<file path="config.mk">
export PLATFORM = sky130hd
export DESIGN_NAME = mem_sram_ctrl
export DESIGN_NICKNAME = d
export VERILOG_FILES = /design/src/rtl/mem_sram_pkg.sv /design/src/rtl/sram_wait_counter.sv /design/src/rtl/mem_sram_ctrl.sv
export SDC_FILE = /design/constraint.sdc
export NUM_CORES = 1
export LEC_CHECK = 0
export ABC_AREA = 1
export BUFFER_PORTS_ARGS = -buffer_cell sky130_fd_sc_hd__buf_2
export CORE_UTILIZATION = 50
export CTS_CLUSTER_SIZE = 16
export DETAILED_ROUTE_END_ITERATION = 10
export PLACE_DENSITY = 0.8
export RECOVER_POWER = 50
export SYNTH_ARGS = -nofsm -noshare
export SYNTH_HDL_FRONTEND = slang
export SYNTH_SLANG_ARGS = --single-unit
</file>
<file path="constraint.sdc">
create_clock -name clk_i -period 2.1 [get_ports clk_i]
set_input_delay 0.42 -clock clk_i [delete_from_list [all_inputs] [get_ports clk_i]]
set_output_delay 0.42 -clock clk_i [all_outputs]
set_load 0.005 [all_outputs]
</file>
<file path="src/rtl/mem_sram_pkg.sv">
// Shared types and defaults for the 32-bit to 16-bit asynchronous SRAM memory-stage sequencer.
package mem_sram_pkg;

  typedef enum logic [1:0] {
    StIdle,
    StLo,
    StHi,
    StDone
  } sram_state_e;

  localparam int unsigned SramDw      = 16;
  localparam logic [31:0] DefBaseAddr = 32'd1024;
  localparam int unsigned DefSramAw   = 18;

endpackage

</file>
<file path="src/rtl/sram_wait_counter.sv">
// Per-half-word wait counter: load clears it, enable advances it, and it saturates at the terminal count.
module sram_wait_counter #(
  parameter int unsigned ACCESS_CYCLES = 2
) (
  input  logic clk_i,
  input  logic rst_ni,
  input  logic load_i,
  input  logic en_i,
  output logic tc_o
);

  localparam int unsigned CntW = (ACCESS_CYCLES > 1) ? $clog2(ACCESS_CYCLES) : 1;

  logic [CntW-1:0] cnt_q, cnt_d;

  assign tc_o = (cnt_q == CntW'(ACCESS_CYCLES - 1));

  always_comb begin
    cnt_d = cnt_q;
    if (load_i) begin
      cnt_d = '0;
    end else if (en_i && !tc_o) begin
      cnt_d = cnt_q + 1'b1;
    end
  end

  always_ff @(posedge clk_i or negedge rst_ni) begin
    if (!rst_ni) begin
      cnt_q <= '0;
    end else begin
      cnt_q <= cnt_d;
    end
  end

endmodule

</file>
<file path="src/rtl/mem_sram_ctrl.sv">
// Memory-stage sequencer: splits each 32-bit load/store into two 16-bit SRAM accesses
// (low half first) and freezes the pipeline until the access completes.
module mem_sram_ctrl
  import mem_sram_pkg::*;
#(
  parameter logic [31:0] BASE_ADDR     = DefBaseAddr,
  parameter int unsigned SRAM_AW       = DefSramAw,
  parameter int unsigned ACCESS_CYCLES = 2
) (
  input  logic               clk_i,
  input  logic               rst_ni,
  input  logic               mem_r_en_i,
  input  logic               mem_w_en_i,
  input  logic [31:0]        addr_i,
  input  logic [31:0]        wdata_i,
  output logic [31:0]        rdata_o,
  output logic               ready_o,
  output logic               freeze_o,
  output logic [SRAM_AW-1:0] sram_addr_o,
  output logic [SramDw-1:0]  sram_dq_out_o,
  input  logic [SramDw-1:0]  sram_dq_in_i,
  output logic               sram_dq_oe_o,
  output logic               sram_we_n_o
);

  localparam int unsigned WidxW = SRAM_AW - 1;

  sram_state_e        state_q, state_d;
  logic [WidxW-1:0]   widx_q, widx_d;
  logic [31:0]        wdata_q, wdata_d;
  logic               rd_q, rd_d;
  logic [31:0]        rdata_q, rdata_d;
  logic [SRAM_AW-1:0] sram_addr_q, sram_addr_d;
  logic               cnt_load, cnt_en, cnt_tc;
  logic               access, wr_access;

  sram_wait_counter #(
    .ACCESS_CYCLES(ACCESS_CYCLES)
  ) u_wait_cnt (
    .clk_i (clk_i),
    .rst_ni(rst_ni),
    .load_i(cnt_load),
    .en_i  (cnt_en),
    .tc_o  (cnt_tc)
  );

  always_comb begin
    state_d     = state_q;
    widx_d      = widx_q;
    wdata_d     = wdata_q;
    rd_d        = rd_q;
    rdata_d     = rdata_q;
    sram_addr_d = sram_addr_q;
    cnt_load    = 1'b0;
    cnt_en      = 1'b0;
    unique case (state_q)
      StIdle: begin
        if (mem_r_en_i || mem_w_en_i) begin
          // Read wins when both are requested; the store is dropped.
          widx_d      = WidxW'((addr_i - BASE_ADDR) >> 2);
          wdata_d     = wdata_i;
          rd_d        = mem_r_en_i;
          sram_addr_d = {widx_d, 1'b0};
          cnt_load    = 1'b1;
          state_d     = StLo;
        end
      end
      StLo: begin
        cnt_en = 1'b1;
        if (cnt_tc) begin
          if (rd_q) rdata_d[SramDw-1:0] = sram_dq_in_i;
          sram_addr_d = {widx_q, 1'b1};
          cnt_load    = 1'b1;
          state_d     = StHi;
        end
      end
      StHi: begin
        cnt_en = 1'b1;
        if (cnt_tc) begin
          if (rd_q) rdata_d[31:SramDw] = sram_dq_in_i;
          state_d = StDone;
        end
      end
      StDone:  state_d = StIdle;
      default: state_d = StIdle;
    endcase
  end

  always_ff @(posedge clk_i or negedge rst_ni) begin
    if (!rst_ni) begin
      state_q     <= StIdle;
      widx_q      <= '0;
      wdata_q     <= '0;
      rd_q        <= 1'b0;
      rdata_q     <= '0;
      sram_addr_q <= '0;
    end else begin
      state_q     <= state_d;
      widx_q      <= widx_d;
      wdata_q     <= wdata_d;
      rd_q        <= rd_d;
      rdata_q     <= rdata_d;
      sram_addr_q <= sram_addr_d;
    end
  end

  assign access    = (state_q == StLo) || (state_q == StHi);
  assign wr_access = access && !rd_q;

  assign rdata_o       = rdata_q;
  assign ready_o       = (state_q == StDone);
  assign freeze_o      = (mem_r_en_i | mem_w_en_i) & ~ready_o;
  assign sram_addr_o   = sram_addr_q;
  assign sram_we_n_o   = ~wr_access;
  assign sram_dq_oe_o  = wr_access;
  assign sram_dq_out_o = !wr_access        ? '0 :
                         (state_q == StHi) ? wdata_q[31:SramDw] : wdata_q[SramDw-1:0];

endmodule

</file>
-- After elaboration in Yosys (flattened, before gate mapping)
Cells that the tools add are included.
W data, S select, Z words.
- flip-flop bits (word level): 103
- input bits: 84
- output and inout port bits: 70
- word-level logic and storage cells: 50
- $add $sub $neg: 2
- equality and inequality tests: 6
- multiplexer cells: 15
- bitwise logic cells: 4
- reduce and logical (&&, ||, !) cells: 15
- operator list (cell ; number):
    $mux W18 ; 2
    $pmux W18 S2 ; 1
    $mux W16 ; 2
    $sub A19 B11 Y19 const B ; 1
    $reduce_and A3 Y1 ; 4
    $pmux W2 S4 ; 1
    $mux W2 ; 3
    $mux W1 ; 5
    $eq A2 B2 Y1 const B ; 2
    $ne A2 B1 Y1 const B ; 2
    $reduce_bool A2 Y1 ; 2
    $eq A2 B1 Y1 const B ; 1
    $logic_and A1 B1 Y1 ; 2
    $logic_not A1 Y1 ; 2
    $logic_not A2 Y1 ; 1
    $logic_or A1 B1 Y1 ; 2
    $ne A2 B2 Y1 const B ; 1
    $not A1 Y1 ; 2
    $pmux W1 S2 ; 1
    $reduce_and A2 Y1 ; 1
    $reduce_or A2 Y1 ; 1
    $add A1 B1 Y1 const B ; 1
    $and A1 B1 Y1 ; 1
    $or A1 B1 Y1 ; 1

-- Depth between registers and ports, before layout
- depth after elaboration: 6
- mapped depth: 8

-- Cells and area by module
Synthesis repeated with hierarchy kept, for this count alone.
- cells, all modules: 558
- area total of the unflattened synthesis: 4638.2 µm²
- modules (own cells, without submodules) (module ; times used ; cells an instance ; area an instance (µm²) ; sequential area each (µm²)):
    mem_sram_ctrl ; 1 ; 555 ; 4605.7 ; 2552.4
    sram_wait_counter ; 1 ; 3 ; 32.5 ; 25.0

-- Worst setup path before layout
OpenSTA, ideal clock, no wires.
- path type: flip-flop to output port
- from: register state_q[1]
- to: output sram_dq_out_o[10]
- arrival time: 1.421 ns
- setup slack: 0.259 ns
- cell stages (with the launch flop): 8
- buffers on the path: 1
- cells stage by stage: dfrtp_1 inv_1 ha_1 inv_1 nor2_1 clkinv_1 buf_2 a21oi_1
- longest elaborated chain between the ends: 4
- RTL lines (what ; RTL line ; RTL):
    start: declaration ; mem_sram_ctrl.sv:28 ; sram_state_e state_q, state_d;
    start signal: assignment ; mem_sram_ctrl.sv:91 ; state_q <= StIdle;
    start signal: assignment ; mem_sram_ctrl.sv:98 ; state_q <= state_d;
    $eq A2 B1 Y1 / $eq A2 B2 Y1 (equally long branches) ; mem_sram_ctrl.sv:107 ; assign access = (state_q == StLo) || (state_q == StHi);
    $logic_or A1 B1 Y1 (*) ; mem_sram_ctrl.sv:107 ;
    $logic_and A1 B1 Y1 (*) ; mem_sram_ctrl.sv:108 ; assign wr_access = access && !rd_q;
    via sram_dq_oe_o ; mem_sram_ctrl.sv:22 ; output logic sram_dq_oe_o,
    $mux W16 (*) ; mem_sram_ctrl.sv:116 ; assign sram_dq_out_o = !wr_access ? '0 :
    end: declaration ; mem_sram_ctrl.sv:20 ; output logic [SramDw-1:0] sram_dq_out_o,
Mark *: on every way through the listed nets, which the timed path passes. The rest lies on a longest branch.

-- Final worst setup path
- from: register state_q[0]
- to: output sram_dq_out_o[1]
- longest elaborated chain between the ends: 4
- RTL lines (what ; RTL line):
    $eq A2 B1 Y1 / $eq A2 B2 Y1 (equally long branches) ; mem_sram_ctrl.sv:107, mem_sram_ctrl.sv:117
    $logic_or A1 B1 Y1 ; mem_sram_ctrl.sv:107
    $logic_and A1 B1 Y1 ; mem_sram_ctrl.sv:108
    $mux W16 (*) ; mem_sram_ctrl.sv:116
Mark *: on every way between the ends. The rest lies on a longest branch, timed or not.

==> flow_metrics.py <==
metrics = {
    "timing": {
        "holdWs_ns": 0.251,
        "max_freq_mhz": 464,
        "fin_ws_ns": -0.0546,
        "skew_ns": 0.0140,
        "relSlewSlack_pct": 47.4,
        "grt_setup_unrepaired": "yes",
        "finalSetupViolations": 14,
        "period_minus_slack_ns": 2.15,
        "timing.final.crit_share_pct": 103,
        "fin_setup_tns_ns": -0.245,
        "maxSlewViolCount": 0,
        "tightest_slew_ns": 0.789,
        "hold_viol_final": 0,
    },
    "global_route": {
        "grtUsageMet3_pct": 5.54,
        "first_global_vias": 3968,
        "met1_usage_pct": 31.9,
        "busiest_layer": "met2",
        "grt_overflow_total": 0,
        "grt_pass1_wl_um": 18300,
        "grt_max_degree": 52,
        "track_usage_pct": 23.9,
        "use_met2_pct": 38.4,
        "antenna_found_initial": 0,
    },
    "worst_hold_path": {
        "hold_path_class": "input port to register",
    },
    "pwr": {
        "p_clk_share_pct": 12.7,
        "p_int_mw": 5.32,
        "power_mw": 9.06,
        "power_frac_seq_pct": 39.0,
        "p_leak_nw": 3.20,
        "p_per_area_nw_per_um2": 1570,
        "power_switching_mw": 3.74,
        "p_comb_share_pct": 48.3,
        "p_sw_share_pct": 41.3,
        "ir_drop_v": 0.000835,
    },
    "floorplan": {
        "row_count": 34,
        "io_pins": 154,
        "die_y_um": 97.3,
        "initial_core_util_pct": 51.8,
        "coreArea_um2": 8760,
        "dieWidth_um": 97.3,
        "die-area_um2": 9460,
    },
    "yosys": {
        "synth_mux_area_share_pct": 0,
        "synth_compound_area_share_pct": 9.93,
        "syn_area_um2": 4540,
        "synthAdderAreaFrac_pct": 1.65,
        "synth_seq_cells": 103,
        "syn_inst": 564,
        "synth_nets": 654,
        "synth_simple_gate_area_share_pct": 25.0,
        "synth_top_area_cell": "dfrtp_1",
        "yosys_warnings": 0,
        "yosysSeqAreaShare_pct": 56.8,
        "synth-xor-area-share_pct": 0.386,
        "ys_types": 21,
        "synth.area.top_cells": "dfrtp_1, nand2_1, o21ai_0",
        "synth_area_per_cell_um2": 8.05,
        "synth_top_family_by_area": "simple AND/OR/NAND/NOR gates",
        "synthDominantCellAreaShare_pct": 56.8,
    },
    "drt": {
        "first_pass_iters": 5,
        "antenna_left": 0,
        "viasPerCell": 4.96,
        "drcViolationCount": 0,
        "vias": 4078,
        "wirelength_um": 10700,
        "dr.first_iter.drc_count": 239,
        "wl_per_cell_um": 12.9,
    },
    "setup_path": {
        "crit_path_max_incr_delay_ns": 0.40,
        "cp-end-kind": "primary output",
        "crit_type": "register to primary output",
        "crit_slowest_cell": "dfrtp_1",
        "critPathMaxFanout": 16,
        "arrival_ns": 1.73,
        "crit_family": "buffers and inverters",
        "start_kind": "register",
        "worstPathCellList": "inv_2 -> buf_4 -> ha_4 -> buf_8 -> nand2_1 -> a21oi_4 -> buf_2",
        "path_buf_inv": 4,
        "required_ns": 1.68,
    },
    "cells_and_area": {
        "drive_above_1_share_pct": 27.1,
        "multi_input_area_um2": 1810,
        "insertedDiodeCount": 0,
        "final_common_cell": "nand2_1",
        "regArea_um2": 2580,
        "final_cell_area_um2": 5790,
        "final_cell_mix": "nand2_1, buf_2, dfrtp_1",
        "fillers": 738,
        "fin_util_pct": 66.1,
        "num-nets-final": 801,
        "area_growth_syn_to_layout_pct": 27.6,
        "instances_no_fill": 823,
    },
    "place": {
        "dp_hpwl_um": 7130,
        "gp_congestion": 0.818,
        "portBuffers": 138,
        "dpl_worst_slack_ns": 0.144,
        "numPlacedInstances": 798,
        "dpl-instance-area_um2": 5370,
    },
    "run_status": {
        "violations": "negative setup slack",
        "outcome": "complete, but fails checks",
    },
    "clocking": {
        "clock-root-buffer": "clkbuf_8",
        "cts_tree": "built",
        "clock_latency_ns": 0.36,
        "htree_levels": 3,
        "clock_sinks": 103,
        "clk_pin_slew_ns": 0.10,
        "numCtsBuffers": 9,
        "clockBufferDepth": 2,
    },
    "run": {
        "drv_cap": 0,
    },
}
## worst reg2reg max path, cell delays in order, from the launching register on
cell and delay (ns):
dfrtp_1 0.40, buf_4 0.14, buf_4 0.13, ha_1 0.22, buf_4 0.21, o21ai_0 0.22
nand2_1 0.15, nor3_1 0.17, a21oi_1 0.06
## power by group through the flow
| stage | combinational [mW] | clock [mW] | sequential (mW) |
|---|---|---|---|
| detailed placement | 3.70 | 0 | 3.54 |
| global placement | 3.54 | 0 | 3.49 |
| CTS | 4.23 | 1.19 | 3.52 |
| finish | 4.38 | 1.15 | 3.53 |
| global route | 4.95 | 1.28 | 3.65 |
| floorplan | 2.28 | 0 | 3.51 |
## cell families (layout without fill, tap and decap cells)
kind of cell	after synthesis	after routing
and+or+nand+nor	297	297
DFF	103	103
AOI/OAI and AO/OA	86	86
buffers and inverters	70	221
adders and majority gates	6	6
xor gates and xnor gates	2	2
## cell usage after synthesis
cell / n
a21oi_1: 18
xor2_1: 1
o21ai_1: 2
nor3_1: 1
ha_1: 6
nand2_1: 259
buf_2: 6
o211ai_4: 1
dfrtp_1: 103
a31oi_1: 3
buf_6: 2
inv_1: 41
nand3_1: 11
clkbuf_1: 16
inv_2: 3
nor2_2: 1
xnor2_1: 1
o21ai_0: 62
nor2_1: 25
buf_1: 1
clkinv_1: 1
## worst paths after layout
| kind | to | slack (ns) | cells after the start | from |
|---|---|---|---|---|
| worst max-delay path | sram_dq_out_o[1] | -0.05 | 7 | state_q[0] |
| worst min-delay path | wdata_q[22] | 0.25 | 3 | wdata_i[22] |
| worst max register to register | state_q[0] | 0.31 | 8 | state_q[0] |
| worst min register to register | wdata_q[18] | 0.48 | 2 | wdata_q[18] |
| max in group asynchronous | sram_addr_o[9] | 0.26 | 3 | rst_ni |
| min in group asynchronous | rdata_o[0] | 0.70 | 2 | rst_ni |
## state kept, by name, summed over array words and instances (netlist names)
signal,count
rd_q,1
rdata_o,32
sram_addr_o,18
state_q,2
u_wait_cnt.tc_o,1
wdata_q,32
widx_q,17
## final cells by class
cell class / instances / area share, %
clock buffer: 11 / 2.62
clock inverter: 4 / 0.519
timing repair buffer: 161 / 15.7
sequential: 103 / 44.5
tap: 108 / 2.33
inverter: 45 / 3.05
multi-input combinational: 391 / 31.3
## routing by layer
metal | vias up | part of all wire, %
met5 | - | 0
li1 | 2034 | -
met2 | 155 | 48
met4 | 0 | 2.1
met1 | 1870 | 44
met3 | 19 | 6.7
## repair_timing
| item | in CTS | in global routing |
|---|---|---|
| setup buffers | 5 | 2 |
| endpoints found under the setup margin | 17 | 17 |
| gates resized for setup | 33 | 9 |
| pin swaps | 1 | 1 |
| hold buffers | 1 | 0 |
| endpoints found under the hold margin | 22 | 0 |
| cloned | 2 | 0 |
Note: power is estimated with default switching activity, not from simulation.
